==> config.mk <==
export PLATFORM = sky130hd
export DESIGN_NAME = uart_iobridge
export DESIGN_NICKNAME = d
export VERILOG_FILES = /design/src/rtl/uart_iobridge_pkg.sv /design/src/rtl/uart_baudgen.sv /design/src/rtl/uart_iobridge.sv
export SDC_FILE = /design/constraint.sdc
export NUM_CORES = 1
export LEC_CHECK = 0
export ABC_AREA = 1
export BUFFER_PORTS_ARGS = -buffer_cell sky130_fd_sc_hd__buf_2
export CAP_MARGIN = 20
export CORE_UTILIZATION = 50
export DETAILED_ROUTE_END_ITERATION = 12
export PLACE_DENSITY = 0.68
export SLEW_MARGIN = 30
export SYNTH_ARGS = -nofsm -noshare
export SYNTH_HDL_FRONTEND = slang
export SYNTH_SLANG_ARGS = --single-unit
export TNS_END_PERCENT = 50
==> constraint.sdc <==
create_clock -name clk -period 3.8 [get_ports clk]
set_input_delay 0.57 -clock clk [delete_from_list [all_inputs] [get_ports clk]]
set_output_delay 0.57 -clock clk [all_outputs]
set_load 0.02 [all_outputs]
==> src/rtl/uart_iobridge_pkg.sv <==
`default_nettype none
// ============================================================================
//  Module      : uart_iobridge_pkg
//  Description : Shared constants and FSM state encodings for the UART
//                I/O bridge. Parity states exist only when UART_PARITY_EN
//                is defined.
//  Revision    : 1.0 - initial release
// ============================================================================
package uart_iobridge_pkg;

    // Ticks per bit and the tick index at which a bit is sampled
    localparam int OVERSAMPLE = 16;
    localparam int MIDBIT     = 8;

    // Receive FSM encodings
    localparam logic [2:0] R_IDLE  = 3'd0;
    localparam logic [2:0] R_START = 3'd1;
    localparam logic [2:0] R_DATA  = 3'd2;
    localparam logic [2:0] R_STOP  = 3'd3;
`ifdef UART_PARITY_EN
    localparam logic [2:0] R_PAR   = 3'd4;
`endif

    // Transmit FSM encodings
    localparam logic [2:0] T_IDLE  = 3'd0;
    localparam logic [2:0] T_START = 3'd1;
    localparam logic [2:0] T_DATA  = 3'd2;
    localparam logic [2:0] T_STOP  = 3'd3;
    localparam logic [2:0] T_WAIT  = 3'd4;
`ifdef UART_PARITY_EN
    localparam logic [2:0] T_PAR   = 3'd5;

    // Even parity: the bit that makes the total count of ones even
    function automatic logic even_parity(input logic [7:0] d);
        return ^d;
    endfunction
`endif

endpackage
`default_nettype wire

==> src/rtl/uart_baudgen.sv <==
`default_nettype none
// ============================================================================
//  Module      : uart_baudgen
//  Description : Free-running 16x oversample tick generator. Emits a single
//                cycle tick every BAUD_DIV clk cycles, counting from reset
//                release. One instance is shared by RX and TX.
//  Revision    : 1.0 - initial release
// ============================================================================
module uart_baudgen #(
    parameter int BAUD_DIV = 54
) (
    input  logic clk,
    input  logic reset,
    output logic o_tick
);

    localparam logic [15:0] c_last = 16'(BAUD_DIV - 1);

    logic [15:0] r_cnt;

    // Divider counter wraps at BAUD_DIV-1
    always_ff @(posedge clk) begin
        if (reset)
            r_cnt <= 16'd0;
        else if (r_cnt == c_last)
            r_cnt <= 16'd0;
        else
            r_cnt <= r_cnt + 16'd1;
    end

    assign o_tick = (r_cnt == c_last);

endmodule
`default_nettype wire

==> src/rtl/uart_iobridge.sv <==
`default_nettype none
// ============================================================================
//  Module      : uart_iobridge
//  Description : UART bridge between a host serial link and an I/O port
//                block. Independent RX and TX FSMs share one baud tick.
//                Default frame is 8N1; defining UART_PARITY_EN adds an
//                even-parity bit on both directions (11-bit frame).
//  Revision    : 1.0 - initial release
// ============================================================================
module uart_iobridge #(
    parameter int BAUD_DIV = 54
) (
    input  logic       clk,
    input  logic       reset,
    input  logic       rxd,
    output logic       txd,
    output logic [7:0] rxbyte,
    output logic       load,
    input  logic [7:0] txbyte,
    input  logic       enout,
    output logic       ready,
    output logic       frame_err
);

    import uart_iobridge_pkg::*;

    localparam logic [3:0] c_last_tick = 4'(OVERSAMPLE - 1);
    localparam logic [3:0] c_mid_tick  = 4'(MIDBIT - 1);

    logic w_tick;

    uart_baudgen #(.BAUD_DIV(BAUD_DIV)) u_baudgen (
        .clk    (clk),
        .reset  (reset),
        .o_tick (w_tick)
    );

    // ------------------------------------------------------------------
    // RX path
    // ------------------------------------------------------------------
    logic       r_rxd_meta, r_rxd_sync, r_rxd_prev;
    logic [2:0] r_rx_state, w_rx_state_n;
    logic [3:0] r_rx_tcnt,  w_rx_tcnt_n;
    logic [2:0] r_rx_bcnt,  w_rx_bcnt_n;
    logic [7:0] r_rx_shift, w_rx_shift_n;
    logic [7:0] r_rxbyte,   w_rxbyte_n;
    logic       r_load,     w_load_n;
    logic       r_ferr,     w_ferr_n;
`ifdef UART_PARITY_EN
    logic       r_rx_perr,  w_rx_perr_n;
`endif

    // Two-flop synchronizer plus one history flop for falling-edge detect
    always_ff @(posedge clk) begin
        if (reset) begin
            r_rxd_meta <= 1'b1;
            r_rxd_sync <= 1'b1;
            r_rxd_prev <= 1'b1;
        end else begin
            r_rxd_meta <= rxd;
            r_rxd_sync <= r_rxd_meta;
            r_rxd_prev <= r_rxd_sync;
        end
    end

    // RX next-state, sampling and strobe generation
    always_comb begin
        w_rx_state_n = r_rx_state;
        w_rx_tcnt_n  = r_rx_tcnt;
        w_rx_bcnt_n  = r_rx_bcnt;
        w_rx_shift_n = r_rx_shift;
        w_rxbyte_n   = r_rxbyte;
        w_load_n     = 1'b0;
        w_ferr_n     = 1'b0;
`ifdef UART_PARITY_EN
        w_rx_perr_n  = r_rx_perr;
`endif
        case (r_rx_state)
            R_IDLE: begin
                if (r_rxd_prev && !r_rxd_sync) begin
                    w_rx_state_n = R_START;
                    w_rx_tcnt_n  = 4'd0;
                end
            end
            R_START: begin
                if (w_tick) begin
                    if (r_rx_tcnt == c_mid_tick) begin
                        // High at mid-start means the edge was a glitch
                        if (r_rxd_sync) begin
                            w_rx_state_n = R_IDLE;
                        end else begin
                            w_rx_state_n = R_DATA;
                            w_rx_tcnt_n  = 4'd0;
                            w_rx_bcnt_n  = 3'd0;
                        end
                    end else begin
                        w_rx_tcnt_n = r_rx_tcnt + 4'd1;
                    end
                end
            end
            R_DATA: begin
                if (w_tick) begin
                    if (r_rx_tcnt == c_last_tick) begin
                        w_rx_shift_n = {r_rxd_sync, r_rx_shift[7:1]};
                        w_rx_tcnt_n  = 4'd0;
                        if (r_rx_bcnt == 3'd7) begin
`ifdef UART_PARITY_EN
                            w_rx_state_n = R_PAR;
`else
                            w_rx_state_n = R_STOP;
`endif
                        end else begin
                            w_rx_bcnt_n = r_rx_bcnt + 3'd1;
                        end
                    end else begin
                        w_rx_tcnt_n = r_rx_tcnt + 4'd1;
                    end
                end
            end
`ifdef UART_PARITY_EN
            R_PAR: begin
                if (w_tick) begin
                    if (r_rx_tcnt == c_last_tick) begin
                        w_rx_perr_n  = even_parity(r_rx_shift) ^ r_rxd_sync;
                        w_rx_state_n = R_STOP;
                        w_rx_tcnt_n  = 4'd0;
                    end else begin
                        w_rx_tcnt_n = r_rx_tcnt + 4'd1;
                    end
                end
            end
`endif
            R_STOP: begin
                if (w_tick) begin
                    if (r_rx_tcnt == c_last_tick) begin
                        // Return to idle at mid-stop so a following start bit is seen
                        w_rx_state_n = R_IDLE;
`ifdef UART_PARITY_EN
                        if (r_rxd_sync && !r_rx_perr) begin
`else
                        if (r_rxd_sync) begin
`endif
                            w_load_n   = 1'b1;
                            w_rxbyte_n = r_rx_shift;
                        end else begin
                            w_ferr_n = 1'b1;
                        end
                    end else begin
                        w_rx_tcnt_n = r_rx_tcnt + 4'd1;
                    end
                end
            end
            default: w_rx_state_n = R_IDLE;
        endcase
    end

    // RX state and output registers
    always_ff @(posedge clk) begin
        if (reset) begin
            r_rx_state <= R_IDLE;
            r_rx_tcnt  <= 4'd0;
            r_rx_bcnt  <= 3'd0;
            r_rx_shift <= 8'd0;
            r_rxbyte   <= 8'd0;
            r_load     <= 1'b0;
            r_ferr     <= 1'b0;
`ifdef UART_PARITY_EN
            r_rx_perr  <= 1'b0;
`endif
        end else begin
            r_rx_state <= w_rx_state_n;
            r_rx_tcnt  <= w_rx_tcnt_n;
            r_rx_bcnt  <= w_rx_bcnt_n;
            r_rx_shift <= w_rx_shift_n;
            r_rxbyte   <= w_rxbyte_n;
            r_load     <= w_load_n;
            r_ferr     <= w_ferr_n;
`ifdef UART_PARITY_EN
            r_rx_perr  <= w_rx_perr_n;
`endif
        end
    end

    assign rxbyte    = r_rxbyte;
    assign load      = r_load;
    assign frame_err = r_ferr;

    // ------------------------------------------------------------------
    // TX path
    // ------------------------------------------------------------------
    logic [2:0] r_tx_state, w_tx_state_n;
    logic [3:0] r_tx_tcnt,  w_tx_tcnt_n;
    logic [2:0] r_tx_bcnt,  w_tx_bcnt_n;
    logic [7:0] r_tx_data,  w_tx_data_n;
    logic       r_txd,      w_txd_n;
    logic       r_ready,    w_ready_n;

    // TX next-state; txd and ready are derived from the next state so they
    // change in the same cycle as the state register
    always_comb begin
        w_tx_state_n = r_tx_state;
        w_tx_tcnt_n  = r_tx_tcnt;
        w_tx_bcnt_n  = r_tx_bcnt;
        w_tx_data_n  = r_tx_data;
        case (r_tx_state)
            T_IDLE: begin
                if (enout) begin
                    w_tx_data_n  = txbyte;
                    w_tx_state_n = T_START;
                    w_tx_tcnt_n  = 4'd0;
                end
            end
            T_START: begin
                if (w_tick) begin
                    if (r_tx_tcnt == c_last_tick) begin
                        w_tx_state_n = T_DATA;
                        w_tx_tcnt_n  = 4'd0;
                        w_tx_bcnt_n  = 3'd0;
                    end else begin
                        w_tx_tcnt_n = r_tx_tcnt + 4'd1;
                    end
                end
            end
            T_DATA: begin
                if (w_tick) begin
                    if (r_tx_tcnt == c_last_tick) begin
                        w_tx_tcnt_n = 4'd0;
                        if (r_tx_bcnt == 3'd7) begin
`ifdef UART_PARITY_EN
                            w_tx_state_n = T_PAR;
`else
                            w_tx_state_n = T_STOP;
`endif
                        end else begin
                            w_tx_bcnt_n = r_tx_bcnt + 3'd1;
                        end
                    end else begin
                        w_tx_tcnt_n = r_tx_tcnt + 4'd1;
                    end
                end
            end
`ifdef UART_PARITY_EN
            T_PAR: begin
                if (w_tick) begin
                    if (r_tx_tcnt == c_last_tick) begin
                        w_tx_state_n = T_STOP;
                        w_tx_tcnt_n  = 4'd0;
                    end else begin
                        w_tx_tcnt_n = r_tx_tcnt + 4'd1;
                    end
                end
            end
`endif
            T_STOP: begin
                if (w_tick) begin
                    if (r_tx_tcnt == c_last_tick) begin
                        w_tx_state_n = T_WAIT;
                        w_tx_tcnt_n  = 4'd0;
                    end else begin
                        w_tx_tcnt_n = r_tx_tcnt + 4'd1;
                    end
                end
            end
            T_WAIT: begin
                // Hold off until the port block drops enout so one byte is sent once
                if (!enout)
                    w_tx_state_n = T_IDLE;
            end
            default: w_tx_state_n = T_IDLE;
        endcase

        case (w_tx_state_n)
            T_START: w_txd_n = 1'b0;
            T_DATA:  w_txd_n = w_tx_data_n[w_tx_bcnt_n];
`ifdef UART_PARITY_EN
            T_PAR:   w_txd_n = even_parity(w_tx_data_n);
`endif
            default: w_txd_n = 1'b1;
        endcase
        w_ready_n = (w_tx_state_n == T_IDLE);
    end

    // TX state and output registers
    always_ff @(posedge clk) begin
        if (reset) begin
            r_tx_state <= T_IDLE;
            r_tx_tcnt  <= 4'd0;
            r_tx_bcnt  <= 3'd0;
            r_tx_data  <= 8'd0;
            r_txd      <= 1'b1;
            r_ready    <= 1'b0;
        end else begin
            r_tx_state <= w_tx_state_n;
            r_tx_tcnt  <= w_tx_tcnt_n;
            r_tx_bcnt  <= w_tx_bcnt_n;
            r_tx_data  <= w_tx_data_n;
            r_txd      <= w_txd_n;
            r_ready    <= w_ready_n;
        end
    end

    assign txd   = r_txd;
    assign ready = r_ready;

endmodule
`default_nettype wire
### After elaboration in Yosys (flattened, before gate mapping)

Cells that the tools add are included.

| word-level totals | value |
|---|---|
| register bits after elaboration | 67 |
| input bits | 12 |
| output and inout port bits | 12 |
| logic and storage cells | 125 |

| cells by class | value |
|---|---|
| add/subtract/negate cells | 5 |
| $lt $le $gt $ge | 1 |
| eq/ne operators | 29 |
| muxes and demuxes | 53 |
| bitwise logic cells | 3 |
| reduce and logical (&&, ||, !) cells | 17 |

Operators with widths:

| cell | number |
|---|---|
| 3-bit two-way mux | 28 |
| 4-bit two-way mux | 11 |
| 2-bit != test, second input constant | 9 |
| 16-bit by 1-bit adder with 16-bit output, second input constant | 1 |
| 16-bit by 6-bit equality test with 1-bit output, second input constant | 1 |
| 8-bit two-way mux | 2 |
| 4-bit one-hot mux with 4 select lines | 1 |
| 3-bit by 2-bit equality test with 1-bit output, second input constant | 5 |
| 3-bit one-hot mux with 5 select lines | 1 |
| 7-bit AND reduction | 2 |
| 3-bit one-hot mux with 2 select lines | 2 |
| 3-bit one-hot mux with 4 select lines | 1 |
| 3-bit by 1-bit equality test with 1-bit output, second input constant | 3 |
| 3-bit equality test, second input constant | 3 |
| 3-bit zero test | 3 |
| 4-bit by 1-bit adder with 4-bit output, second input constant | 2 |
| 4-bit equality test, second input constant | 2 |
| 2-bit by 1-bit != test with 1-bit output, second input constant | 4 |
| 4-bit one-hot mux with 2 select lines | 1 |
| 8-bit AND reduction | 1 |
| 3-bit by 1-bit adder with 3-bit output, second input constant | 2 |
| 3-bit AND reduction | 2 |
| 4-bit by 3-bit equality test with 1-bit output, second input constant | 1 |
| 3-bit by 4-bit less-than comparator with 1-bit output, second input constant | 1 |
| other kinds (14) | 19 |

### Logic depth before layout (Yosys ltp)

| depth | value |
|---|---|
| depth after elaboration | 8 |
| gate-level depth with buffers | 14 |
| depth with buffers taken out | 14 |

### Cells and area by module

From an unflattened synthesis, not the netlist that was laid out.

| unflattened totals | value |
|---|---|
| cells, all modules | 452 |
| area total of the unflattened synthesis | 3205.6 µm² |

Modules (own cells, without submodules):

| module | times used | cells an instance | area each (µm²) |
|---|---|---|---|
| uart_iobridge | 1 | 317 | 2326.0 |
| uart_baudgen | 1 | 135 | 879.6 |

### Least setup slack after synthesis

Ideal clock, no wire load.

| timing | value |
|---|---|
| path kind | register to register |
| start | reg r_tx_tcnt[0] |
| end | reg r_txd (netlist: txd) |
| arrival | 1.566 ns |
| path slack | 2.104 ns |
| cell stages (with the launch flop) | 15 |
| clock period less this slack | 1.696 ns |
| path through | dfxtp_1 > ha_1 > nand2_1 > nor2_4 > nand2_1 > nor2_2 > nand3_1 > nand2_2 > nand3_2 > nand2_1 > nand3_1 > nand3_1 > nand2_1 > nand2_1 > nand3_2 |

| on the way | value |
|---|---|
| cells in the longest elaborated chain, start to end | 7 |
| elaborated cells between the ends (all ways) | 18 |
| those cells by class | eq/ne: 3; mux: 15 |

Ends and longest elaborated chain:

| what | RTL line | RTL |
|---|---|---|
| from (decl) | uart_iobridge.sv:192 | `logic [3:0] r_tx_tcnt, w_tx_tcnt_n;` |
| from (signal assigned) | uart_iobridge.sv:294 | `r_tx_tcnt <= w_tx_tcnt_n;` |
| 4-bit equality test (*) | uart_iobridge.sv:215, uart_iobridge.sv:226, uart_iobridge.sv:256 |  |
| 3-bit two-way mux (on tied branches) | uart_iobridge.sv:226, uart_iobridge.sv:215 |  |
| 3-bit two-way mux (on tied branches) | uart_iobridge.sv:225, uart_iobridge.sv:214 |  |
| 3-bit one-hot mux with 2 select lines | uart_iobridge.sv:205 | `case (r_tx_state)` |
| 1-bit binary-select mux with 3-bit select | uart_iobridge.sv:274 | `T_DATA: w_txd_n = w_tx_data_n[w_tx_bcnt_n];` |
| 1-bit two-way mux (not written as such) | uart_iobridge.sv:274 |  |
| 1-bit one-hot mux with 2 select lines (*) | uart_iobridge.sv:272 | `case (w_tx_state_n)` |
| to (signal assigned) | uart_iobridge.sv:297 | `r_txd <= w_txd_n;` |
| to (decl) | uart_iobridge.sv:195 | `logic r_txd, w_txd_n;` |

Mark *: on every way between the ends. The rest lies on a longest branch, timed or not. The select of a mux whose other input is x is not followed.
A chain may end at the register's enable or synchronous reset.

### Worst setup path in the final report

| timing | value |
|---|---|
| start | reg r_tx_state[2] |
| end | reg r_txd (netlist: txd) |

| on the way | value |
|---|---|
| cells in the longest elaborated chain, start to end | 6 |
| elaborated cells between the ends (all ways) | 22 |
| those cells by class | eq/ne: 6; mux: 15; reduce/logical: 1 |

Ends and longest elaborated chain:

| what | RTL line | RTL |
|---|---|---|
| from (decl) | uart_iobridge.sv:191 | `logic [2:0] r_tx_state, w_tx_state_n;` |
| from (signal assigned) | uart_iobridge.sv:293 | `r_tx_state <= w_tx_state_n;` |
| 3-bit two-way mux | uart_iobridge.sv:228 | `if (r_tx_bcnt == 3'd7) begin` |
| 3-bit two-way mux | uart_iobridge.sv:226 | `if (r_tx_tcnt == c_last_tick) begin` |
| 3-bit two-way mux | uart_iobridge.sv:225 | `if (w_tick) begin` |
| 3-bit one-hot mux with 5 select lines | uart_iobridge.sv:205 |  |
| 3-bit by 2-bit equality test with 1-bit output / 3-bit by 1-bit equality test with 1-bit output (equally long branches) | uart_iobridge.sv:272 |  |
| 1-bit one-hot mux with 2 select lines (*) | uart_iobridge.sv:272 |  |

Marks and branches as above.

==> results.txt <==
----------------------------------------------------
[Setup path]
  Kind of start point of the critical path ... flip-flop
  Worst Setup Path Type ... reg2reg
  Crit path required time ... roughly 4000 ps
  Element type at the critical path end ... flip-flop
  Endpoint arrival time on the critical path ... around 2200 ps
  Critical Path Fanout Max ... 12

[Cells and area]
  Share of layout cells above drive strength 1 ... 0.1900
  Commonest non-fill, non-tap cell in the layout ... dfxtp_1
  Final cell area excluding filler cells ... between 3000 and 4000 um^2
  Commonest cells after routing, fill and taps aside ... dfxtp_1 (66), nand2_1 (55), nor2_1 (53)
  Relative area change from synthesis to final layout ... 10.98%
  # nets final ... about 460
  Count of antenna diodes in the layout ... 0

[Power and ir drop]
  Int Pwr ... around 0.0010 W
  Switching part of the total power ... 0.2799
  Total power density per cell area ... roughly 410 nW/um^2
  Sw Pwr ... roughly 0.0004 W
  Gate power share ... 0.124
  Leakage Power ... 1.531 nW
  Worst vdd rail ir drop ... 0.3091 mV
  Relative contribution of sequential cells to total power ... 0.511
  Power share of the clock group ... 0.365

[Die]
  Die Height ... 82.02 um
  Chip Width ... around 82 um
  Placeable Area ... 6061 um^2
  Initial Util ... 0.5283
  Number of top-level design ports ... 24
  Overall die area ... 6727 um^2
  Number of rows created at floorplan ... 28

[Clock tree]
  Clock buffers created by TritonCTS ... 9
  Clock latency reported for the late side of the worst-skew pair ... roughly 340 ps
  Number of buffers inserted by post-CTS setup repair ... 0
  Count of clock tree sinks ... 66
  Count of instances resized after the clock tree is built ... 0
  Reg clk slew, reported paths ... 70 ps
  Clock buffer depth ... 2
  CTS H-tree lvls ... 3
  Root Driver ... clkbuf_8
  CTS Hold Buffers Added ... 0
  CTS tree ... yes

[STA]
  Setup skew after layout ... 11.18 ps
  Max Freq ... roughly 0.5 GHz
  Final hold vios ... 0
  Slew HR ... 0.6314
  Final setup violating endpoints ... 0
  Slew at the pin closest to its max-slew limit ... ~550 ps
  Setup TNS Final ... 0 ps
  Post-route clock period utilization ... 0.5278
  RSZ-0062 raised after global routing ... false
  Time the final worst path needs with I/O delays and setup ... ~2000 ps
  Slew Limit Fails ... 0

[Synth]
  Cell taking the most area after synthesis ... dfxtp_1
  Leading post-synthesis cells by cell area ... dfxtp_1 (41%), nand2_1 (6.4%), nor2_1 (6.2%)
  Number of synthesized flops with an enable pin ... 0
  Synthesized instance count ... just over 400
  Most used flip-flop cell after synthesis ... dfxtp_1
  Sequential cell area fraction in the yosys report ... 0.4127
  Mean instance size in the synthesized netlist ... 7.809 um^2
  Cell variety after synth ... 43
  Summed instance area of the synthesized netlist ... 3202 um^2
  Net count of the mapped netlist ... ~430
  Ys Warns ... 0
  Proportion of synthesized flip-flops having asynchronous set or reset ... 0
  Area share of the largest cell type after synthesis ... 0.4127
  Register bit count reported by yosys ... 66

[Routing]
  Average wire per standard cell ... 11.15 um
  Number of vias in the routed layout ... ~2600
  Final antenna-violating net count ... 0
  Average via count per standard cell ... between 5 and 6
  Drt total wl ... 5.764 mm
  DRC violation count after routing ... 0
  Drt first-iter violations ... around 110
  1st-pass router iterations ... 4

[Placement]
  Placed Area ... ~3400 um^2
  PortBufs ... 23
  Sum of net half-perimeters after detailed placement ... 4.045 mm
  Global placer's final weighted congestion ... between 0.8 and 0.9

[Global route]
  Overall track demand over capacity in global routing ... 0.1963
  Number of antenna violations at the first check in global routing ... 0
  Wire length of the first global-routing pass ... 10.16 mm
  Maximum number of pins on one net before global-route repair ... 29
  Congestion Overflow GR ... 0
  Via count of the first global-routing pass ... between 2000 and 2500

[Status]
  Run status ... finished, final reports clean

[Hold path]
  Hold Crit Class ... reg2reg

[Run]
  Max-capacitance violation count ... 0

----------------------------------------------------
area by class of cell:
class	instances	area (um^2)
Clock inverter	6	41.29
Multi-Input combinational cell	280	1625
Inverter	56	211.5
Sequential cell	66	1321
Timing Repair Buffer	24	122.6
Fill cell	569	2507
Clock buffer	10	137.6
Tap cell	75	93.84
power groups by stage:
stage | registers, W | clock network (W) | logic (W)
4_1_cts | 0.000741 | 0.000549 | 0.000181
6_report | 0.000741 | 0.000530 | 0.000180
3_3_place_gp | 0.000757 | 0 | 0.000176
5_1_grt | 0.000745 | 0.000576 | 0.000209
2_1_floorplan | 0.000755 | 0 | 0.000142
3_5_place_dp | 0.000757 | 0 | 0.000179
worst max-delay path, stage by stage (launching register included):
cell	delay (ps)
dfxtp_1	390
inv_1	60
nand3_1	350
inv_1	210
or2_2	310
o21ai_0	100
inv_1	70
nand2_1	80
nand3_1	70
nand3_1	80
nand2_1	60
nand2_1	70
nand3_2	50
final timing paths:
check,from,slack (ps),end,cells past startpoint
worst max-delay path,r_tx_state[2],1790,txd,12
worst min-delay path,r_rxd_meta,410,r_rxd_sync,1
worst max register to register,r_tx_state[2],1790,txd,12
worst min register to register,r_rxd_meta,410,r_rxd_sync,1
layer usage:
metal / vias up / global-route usage / routed length (um)
met1: 1195 / 0.2309 / 2777
li1: 1389 / - / -
met4: 0 / 0.08596 / 69
met3: 8 / 0.05889 / 184
met2: 30 / 0.3281 / 2732
met5: - / 0 / 0
stage by stage:
step	worst slack, ps	utilization	hold slack [ps]	power (W)	cells
3_3_place_gp	1580	0.5568	397.4	0.0009327	501
2_1_floorplan	2104	-	389.5	0.0008969	410
4_1_cts	1778	0.5863	410.6	0.001471	517
5_1_grt	1547	0.5863	416.2	0.001529	517
6_report	1794	0.5863	412.2	0.001450	517
3_5_place_dp	1524	0.5568	399.3	0.0009363	501
sequential cells by signal (all words and copies together) (netlist names), 2 cells and up:
name / flops
r_tx_data: 8
r_rx_shift: 8
r_rx_state: 2
r_tx_tcnt: 4
r_rx_bcnt: 3
r_tx_bcnt: 3
r_tx_state: 3
r_rx_tcnt: 4
rxbyte: 8
u_baudgen.r_cnt: 16
cell usage after synthesis (all sizes together) (4+ instances only):
cell type  count
or2            7
a21oi         33
o21ai         33
nor2          67
nor3b          6
buf            4
inv           53
xor2           4
ha            12
nor3          14
dfxtp         66
nand3         21
clkbuf         4
nand4          8
nand2         62
logic make-up (layout without fill, tap and decap cells):
group,after synthesis,in the layout,share of synthesized area
and+or+nand+nor,187,187,0.3083
AOI/OAI and AO/OA,75,75,0.1360
DFF,66,66,0.4127
buffers and inverters,64,96,0.07972
adders and majority gates,12,12,0.04689
xor gates and xnor gates,6,6,0.01641
Note: power is estimated with default switching activity, not from simulation.
